File: src/rtl/sdram_cmd_monitor.sv
// sdram_cmd_monitor: checks init order, refresh interval, tRCAR and CAS latency.
// Optional init-sequence FSM is built when SDRAM_MON_INIT_CHECK_EN is defined.
module sdram_cmd_monitor #(
   parameter int RFSH_MAX  = 1024,
   parameter int TRCAR     = 7,
   parameter int INIT_NOP  = 10000,
   parameter int INIT_AR   = 2,
   parameter int ERR_CNT_W = 8
) (
   input  logic                 sdram_clk,
   input  logic                 sdram_resetn,
   input  logic                 sdram_en,
   input  logic                 sdram_cs_n,
   input  logic                 sdram_ras_n,
   input  logic                 sdram_cas_n,
   input  logic                 sdram_we_n,
   input  logic [2:0]           cfg_cas,
   input  logic                 clr_i,
   output logic                 init_done,
   output logic [4:0]           err_flags,
   output logic [ERR_CNT_W-1:0] err_cnt,
   output logic [15:0]          rfsh_cnt
);

   logic [2:0] cmd;
   logic       is_nop;
   logic       is_ar;
   logic       ev_order;
   logic       ev_rw;

   assign cmd    = {sdram_ras_n, sdram_cas_n, sdram_we_n};
   assign is_nop = sdram_cs_n | (cmd == 3'b111);
   assign is_ar  = !sdram_cs_n & (cmd == 3'b001);

`ifdef SDRAM_MON_INIT_CHECK_EN
   localparam int NW = $clog2(INIT_NOP + 1);
   localparam int AW = $clog2(INIT_AR + 1);

   typedef enum logic [2:0] {
      S_IDLE, S_WAIT_NOP, S_WAIT_PRE, S_AR, S_WAIT_MRS, S_DONE, S_FAIL
   } state_t;

   state_t        state_q, state_d;
   logic [NW-1:0] nop_cnt_q, nop_cnt_d;
   logic [AW-1:0] ar_cnt_q, ar_cnt_d;
   logic          is_pre, is_mrs, is_rw;

   assign is_pre = !sdram_cs_n & (cmd == 3'b010);
   assign is_mrs = !sdram_cs_n & (cmd == 3'b000);
   assign is_rw  = !sdram_cs_n & ((cmd == 3'b101) | (cmd == 3'b100));

   // Init FSM state and its NOP / AUTOREFRESH counters
   always_ff @(posedge sdram_clk) begin
      if (!sdram_resetn) begin
         state_q   <= S_IDLE;
         nop_cnt_q <= '0;
         ar_cnt_q  <= '0;
      end else begin
         state_q   <= state_d;
         nop_cnt_q <= nop_cnt_d;
         ar_cnt_q  <= ar_cnt_d;
      end
   end

   // Init sequence next state; any out-of-order command lands in FAIL
   always_comb begin
      state_d   = state_q;
      nop_cnt_d = nop_cnt_q;
      ar_cnt_d  = ar_cnt_q;
      ev_order  = 1'b0;
      if (!sdram_en) begin
         state_d   = S_IDLE;
         nop_cnt_d = '0;
         ar_cnt_d  = '0;
      end else begin
         unique case (state_q)
            S_IDLE: begin
               state_d   = S_WAIT_NOP;
               nop_cnt_d = '0;
               ar_cnt_d  = '0;
            end
            S_WAIT_NOP: begin
               if (!is_nop) begin
                  state_d  = S_FAIL;
                  ev_order = 1'b1;
               end else if (nop_cnt_q == NW'(INIT_NOP - 1)) begin
                  state_d = S_WAIT_PRE;
               end else begin
                  nop_cnt_d = nop_cnt_q + NW'(1);
               end
            end
            S_WAIT_PRE: begin
               if (is_pre) begin
                  state_d = S_AR;
               end else if (!is_nop) begin
                  state_d  = S_FAIL;
                  ev_order = 1'b1;
               end
            end
            S_AR: begin
               if (is_ar) begin
                  if (ar_cnt_q == AW'(INIT_AR - 1))
                     state_d = S_WAIT_MRS;
                  else
                     ar_cnt_d = ar_cnt_q + AW'(1);
               end else if (!is_nop && !is_pre) begin
                  state_d  = S_FAIL;
                  ev_order = 1'b1;
               end
            end
            S_WAIT_MRS: begin
               if (is_mrs) begin
                  state_d = S_DONE;
               end else if (!is_nop) begin
                  state_d  = S_FAIL;
                  ev_order = 1'b1;
               end
            end
            S_DONE, S_FAIL: ;
            default: state_d = S_IDLE;
         endcase
      end
   end

   assign ev_rw     = is_rw & (state_q != S_DONE);
   assign init_done = (state_q == S_DONE);
`else
   logic en_q;

   // Without the init check, init is just the registered enable
   always_ff @(posedge sdram_clk) begin
      if (!sdram_resetn) en_q <= 1'b0;
      else               en_q <= sdram_en;
   end

   assign init_done = en_q;
   assign ev_order  = 1'b0;
   assign ev_rw     = 1'b0;
`endif

   logic [15:0]          rint_q, rint_d;
   logic                 arm_q, arm_d;
   logic [15:0]          trc_q, trc_d;
   logic                 cas_bad_q, cas_bad_now;
   logic                 ev_late, ev_trc, ev_cas;
   logic [4:0]           events;
   logic [4:0]           flags_q, flags_d;
   logic [ERR_CNT_W-1:0] cnt_q, cnt_d;
   logic [15:0]          rfsh_q, rfsh_d;

   assign cas_bad_now = sdram_en & (cfg_cas != 3'd2) & (cfg_cas != 3'd3);
   assign ev_cas      = cas_bad_now & !cas_bad_q;
   assign ev_trc      = (trc_q != 16'd0) & !is_nop;
   assign events      = {ev_rw, ev_cas, ev_trc, ev_late, ev_order};

   // Checker next state: refresh interval, tRCAR window, flags and counts
   always_comb begin
      rint_d  = rint_q;
      arm_d   = arm_q;
      ev_late = 1'b0;
      if (!init_done || is_ar) begin
         rint_d = 16'd0;
         arm_d  = 1'b1;
      end else begin
         if (rint_q != 16'hFFFF) rint_d = rint_q + 16'd1;
         if (arm_q && (rint_d >= 16'(RFSH_MAX))) begin
            ev_late = 1'b1;
            arm_d   = 1'b0;
         end
      end
      if (is_ar)                trc_d = 16'(TRCAR - 1);
      else if (trc_q != 16'd0)  trc_d = trc_q - 16'd1;
      else                      trc_d = 16'd0;
      flags_d = (clr_i ? 5'd0 : flags_q) | events;
      cnt_d   = clr_i ? '0 : cnt_q;
      if ((|events) && (cnt_d != '1)) cnt_d = cnt_d + ERR_CNT_W'(1);
      rfsh_d  = rfsh_q + {15'd0, is_ar};
   end

   // Checker state registers
   always_ff @(posedge sdram_clk) begin
      if (!sdram_resetn) begin
         rint_q    <= 16'd0;
         arm_q     <= 1'b1;
         trc_q     <= 16'd0;
         cas_bad_q <= 1'b0;
         flags_q   <= 5'd0;
         cnt_q     <= '0;
         rfsh_q    <= 16'd0;
      end else begin
         rint_q    <= rint_d;
         arm_q     <= arm_d;
         trc_q     <= trc_d;
         cas_bad_q <= cas_bad_now;
         flags_q   <= flags_d;
         cnt_q     <= cnt_d;
         rfsh_q    <= rfsh_d;
      end
   end

   assign err_flags = flags_q;
   assign err_cnt   = cnt_q;
   assign rfsh_cnt  = rfsh_q;

endmodule

File: config.mk
export PLATFORM = sky130hd
export DESIGN_NAME = sdram_cmd_monitor
export DESIGN_NICKNAME = d
export VERILOG_FILES = /design/src/rtl/sdram_cmd_monitor.sv
export SDC_FILE = /design/constraint.sdc
export NUM_CORES = 1
export LEC_CHECK = 0
export ABC_AREA = 1
export BUFFER_PORTS_ARGS = -buffer_cell sky130_fd_sc_hd__clkbuf_2
export CAP_MARGIN = 20
export CELL_PAD_IN_SITES_DETAIL_PLACEMENT = 1
export CELL_PAD_IN_SITES_GLOBAL_PLACEMENT = 1
export CORE_MARGIN = 4
export CORE_UTILIZATION = 44
export DETAILED_ROUTE_END_ITERATION = 10
export HOLD_SLACK_MARGIN = 0.06
export PLACE_DENSITY_LB_ADDON = 0.1
export RECOVER_POWER = 50
export SLEW_MARGIN = 20
export SYNTH_ARGS = -nofsm -noshare
export SYNTH_HDL_FRONTEND = slang
export SYNTH_SLANG_ARGS = --single-unit
File: constraint.sdc
create_clock -name sdram_clk -period 5.04 [get_ports sdram_clk]
set_input_delay 1.512 -clock sdram_clk [delete_from_list [all_inputs] [get_ports sdram_clk]]
set_output_delay 1.512 -clock sdram_clk [all_outputs]
set_load 0.03 [all_outputs]
# Word level (Yosys, flattened, before mapping)
# Cells that the tools add are included.
# totals
ff_bits,64
latch_bits,0
ram_bits,0
mem_bits_ro,0
inputBits,11
out_inout_bits,30
word_cells,49
mem_count,0
# classes
n_addsub,4
multipliers,0
div,0
magnitude_cmp,1
n_eq_ne,6
shift,0
muxes,9
bitwise,9
reduce_logical,11
# ops
op,count
two-way mux 16 bit,2
adder 16 x 1 -> 16 bit,1
"adder 16 x 1 -> 16 bit, second input constant",1
">= comparator 16 x 11 -> 1 bit, second input constant",1
two-way mux 8 bit,2
"inequality test 16 bit, second input constant",1
nonzero test 16 bit,1
"subtractor 16 x 1 -> 16 bit, second input constant",1
"adder 8 x 1 -> 8 bit, second input constant",1
"inequality test 8 bit, second input constant",1
two-way mux 3 bit,2
"inequality test 3 x 2 -> 1 bit, second input constant",2
OR reduction 3 bit,2
bitwise AND 1 bit,5
two-way mux 5 bit,1
OR 5 x 4 -> 5 bit,1
zero test 1 bit,4
"equality test 3 x 1 -> 1 bit, second input constant",1
"equality test 3 bit, second input constant",1
logical AND 1 bit,2
two-way mux 1 bit,2
inverter 1 bit,2
OR reduction 2 bit,1
logical OR 1 bit,1
OR 1 bit,1

# Logic depth before layout (Yosys ltp)
# logic_depth
depth_word,11
depth_mapped,15
ltp_nobuf,15

# Least setup slack after synthesis
# Ideal clock, no wire load.
# synth_timing
kind,input to register
startpoint,input sdram_cas_n
endpoint,register rfsh_q[14] (netlist: rfsh_cnt[14])
setup_time_ns,0.141
arrival_time_ns,3.160
setup_slack_ns,1.739
path_stages,13
n_path_buf,0
cell_sequence,nor2_1 and3_1 ha_1 ha_1 nand2_1 inv_1 nand3_1 nor3_1 nand2_1 nor2_1 nand2_1 nor3b_1 a31oi_1
# synth_between
elab_chain_len,3
# synth_rtl
element,line,text
"start, declared",15,"input logic sdram_cas_n,"
equality test 3 x 1 -> 1 bit,33,assign is_ar = !sdram_cs_n & (cmd == 3'b001);
bitwise AND 1 bit,33,
adder 16 x 1 -> 16 bit,177,"rfsh_d = rfsh_q + {15'd0, is_ar};"
"end signal, assigned",197,rfsh_q <= rfsh_d;
"end, declared",149,"logic [15:0] rfsh_q, rfsh_d;"
# Every way passes these cells.
# A chain may end at the register's enable or synchronous reset.

# Worst setup path in the final report
# layout_timing
startpoint,input sdram_ras_n
endpoint,register rfsh_q[14] (netlist: rfsh_cnt[14])
# layout_between
elab_chain_len,3
# layout_rtl
element,line,text
"start, declared",14,"input logic sdram_ras_n,"
equality test 3 x 1 -> 1 bit,33,
bitwise AND 1 bit,33,
adder 16 x 1 -> 16 bit,177,
# Every way passes these cells.

==> key figures <==
Detailed routing
  • DRC: 0
  • Wirelength per Cell: 13.4 um
  • DR pass1 iterations: 4
  • WL final: about 7.6 mm
  • Vias/cell: 5.05
  • Via count: 2,877
  • Iter 0 DRT Violations: 87
  • DRT antenna net count: 0

Final layout
  • Final std cells w/o fill: 570
  • Finished Core Util: about half
  • Layout cells sized above 1: 9.18%
  • Reg area: 1240 um^2
  • Area Overhead vs Synth: 13.1%
  • Net count reported at finish: between 500 and 600
  • Finished Cell Area: about 3500 um^2
  • Ant diodes: 0
  • Fillcell total: 928
  • Area of the multi-input gates: 1490 um^2

Yosys
  • Cell count after synthesis: roughly 450
  • Synth warn: 0
  • Area leader, netlist: dfxtp_1
  • Netlist cell types: 33
  • Top-area cell type share of the netlist area: approximately 41%
  • Seq cells post-synth: 62
  • Post-synthesis cell area: 3060 um^2
  • Post-synthesis average cell area: 6.85 um^2
  • Sequential-to-total area share from yosys stat: 40.6%
  • Main area contributors after synthesis: dfxtp_1, nand2_1, inv_1, nor2_1, a21oi_1

STA
  • Slew @ Worst Pin: between 0.9 and 1 ns
  • Final period utilization: 66.9%
  • Clock Skew: 0.00652 ns
  • RSZ-0062 raised after global routing: false
  • Min Tclk post-route: 3.37 ns
  • Slew HR: 38.7%
  • Slew Viols, Final: 0
  • Sum of negative setup slack: 0 ns
  • Final setup viols: 0
  • Final Hold Viols: 0
  • Fmax: 297 MHz

Floorplan
  • Die area: 8340 um^2
  • Core Area: 6760 um^2
  • Starting Density: 45.2%
  • Io pins: 41
  • Die Ht: around 91 um
  • Cell Rows: 30
  • Die Wd: 91.3 um

GRT
  • Grt ovf: 0
  • Vias in the first global route: 3,050
  • GRT Resource Usage Total: 20.0%
  • First-pass GRT wire length: 13.5 mm
  • Initial antenna violation count: 0
  • Pin count of the biggest net entering global routing: 20

Setup path
  • Setup CP Type: in2reg
  • Critical Path Most Common Cell: nand2_1
  • Crit-path cells: clkbuf_1, nor2_1, and3_1, ha_1, ha_1, nand2_1, inv_1, nand3_1, nor3_1, nand2_1, nor2_1, nand2_1, nor3b_1, a31oi_1
  • Crit path buf inv count: 2
  • Max incr delay on CP: roughly 0.31 ns
  • CP max-delay cell: nor3_1
  • Max FO, Critical Path: 4
  • WP data required: 5.26 ns
  • CP Capture Type: flop
  • Startpoint types: input pin
  • Critical path's top delay family: simple AND/OR/NAND/NOR gates
  • Critical path arrival: 3.59 ns

Outcome
  • Status: complete, no violations

Placement
  • Routability cong.: 0.786
  • Number of port buffers: 37
  • Placed Cells: 556
  • Post-DP HPWL: 5.63 mm
  • Cell Area, Placed: between 3000 and 4000 um^2

Pwr
  • Max VDD drop: 0.138 mV
  • Power Density: approximately 400 nW/um^2
  • LEAKAGE: 0.00145 uW

Clocking
  • Clock Path Buffers: 2
  • Register clock-pin slew on the reported worst setup and hold paths: around 0.070 ns
  • Clock latency at the later pin of the worst-skew pair: roughly 0.34 ns
  • Root Buffer: clkbuf_8
  • CTS sink count: 62
  • # Post-CTS Setup Buffers: 0
  • CTS resizes: 0
  • CTS Hold Bufs: 0
  • Htree depth: 3
  • CTS Buf Count: 9
  • TritonCTS clock tree: done

Job
  • Max-Cap Viols: 0

Min path
  • Hold Crit Class: reg2reg
==> through the flow <==
stage               hold WS (ns)  setup WS, ns  total power [uW]
finish                     0.413          1.67              1390
global route               0.448          1.38              1480
CTS                        0.418          1.68              1410
detailed placement         0.409          1.31               968
global placement           0.403          1.36               946
floorplan                  0.393          1.74               894
==> worst paths after layout <==
path	to	slack [ns]	startpoint	cells after the start
worst min register to register	trc_q[0]	0.41	trc_q[0]	1
worst max-delay path	rfsh_cnt[14]	1.67	sdram_ras_n	14
worst min-delay path	trc_q[0]	0.41	trc_q[0]	1
worst max register to register	err_cnt[0]	2.82	rint_q[0]	14
==> logic make-up after synthesis <==
group | count (synthesis) | share of synthesized area [%]
AND/OR/NAND/NOR | 233 | 34.8
buffers and inverters | 82 | 10.7
flip-flops | 62 | 40.6
AO/OA/AOI/OAI | 55 | 9.42
XOR/XNOR | 8 | 2.29
adder cells (fa/ha/maj) | 5 | 2.05
other | 1 | 0.123
==> synth_stat cells (all sizes together) <==
| master | count |
|---|---|
| a211oi | 1 |
| a21oi | 35 |
| a31oi | 4 |
| and3 | 1 |
| buf | 6 |
| clkbuf | 3 |
| conb | 1 |
| dfxtp | 62 |
| ha | 5 |
| inv | 73 |
| nand2 | 88 |
| nand3 | 35 |
| nand3b | 1 |
| nand4 | 7 |
| nor2 | 79 |
| nor3 | 10 |
| nor3b | 4 |
| nor4 | 3 |
| o21ai | 14 |
| o22ai | 1 |
| or2 | 5 |
| xnor2 | 5 |
| xor2 | 3 |
==> state kept, by name, indices dropped and copies added (netlist names) <==
register,flops
rint_q,16
cas_bad_q,1
err_cnt,8
rfsh_cnt,16
init_done,1
err_flags,3
trc_q,16
arm_q,1
==> metal layers <==
metal | track usage [%] | up-vias | routed length, um | share of wire, %
met4 | 7.66 | 0 | 126 | 1.7
met5 | 0 | - | 0 | 0
met3 | 5.39 | 14 | 251 | 3.3
met2 | 34.4 | 36 | 3810 | 50
met1 | 23.7 | 1345 | 3450 | 45
li1 | - | 1482 | - | -
==> power breakdown <==
part | internal [uW] | switching [uW]
registers | 550 | 44.8
logic | 135 | 224
clock network | 251 | 183
==> cells in the final DEF (no fill, tap or decap), types with 5 or more instances in the layout <==
cell | Yosys | final
nand2_1 | 85 | 85
inv_1 | 73 | 73
nor2_1 | 72 | 72
dfxtp_1 | 62 | 62
a21oi_1 | 34 | 34
nand3_1 | 29 | 29
clkbuf_1 | 3 | 29
o21ai_0 | 14 | 14
clkbuf_8 | 0 | 11
nor3_1 | 10 | 10
clkbuf_2 | 0 | 10
nand3_2 | 6 | 6
nand4_1 | 6 | 6
nor2_2 | 5 | 5
xnor2_1 | 5 | 5
ha_1 | 5 | 5
==> final cells by class <==
type                       instances  area share, %
sequential                        62           35.9
inverter                          73           7.93
clock inverter                     1          0.869
multi-input combinational        303           43.2
clock buffer                      13           4.60
timing repair buffer              38           4.60
tap                               80           2.90
No activity file was read; power rests on OpenSTA's default activity.
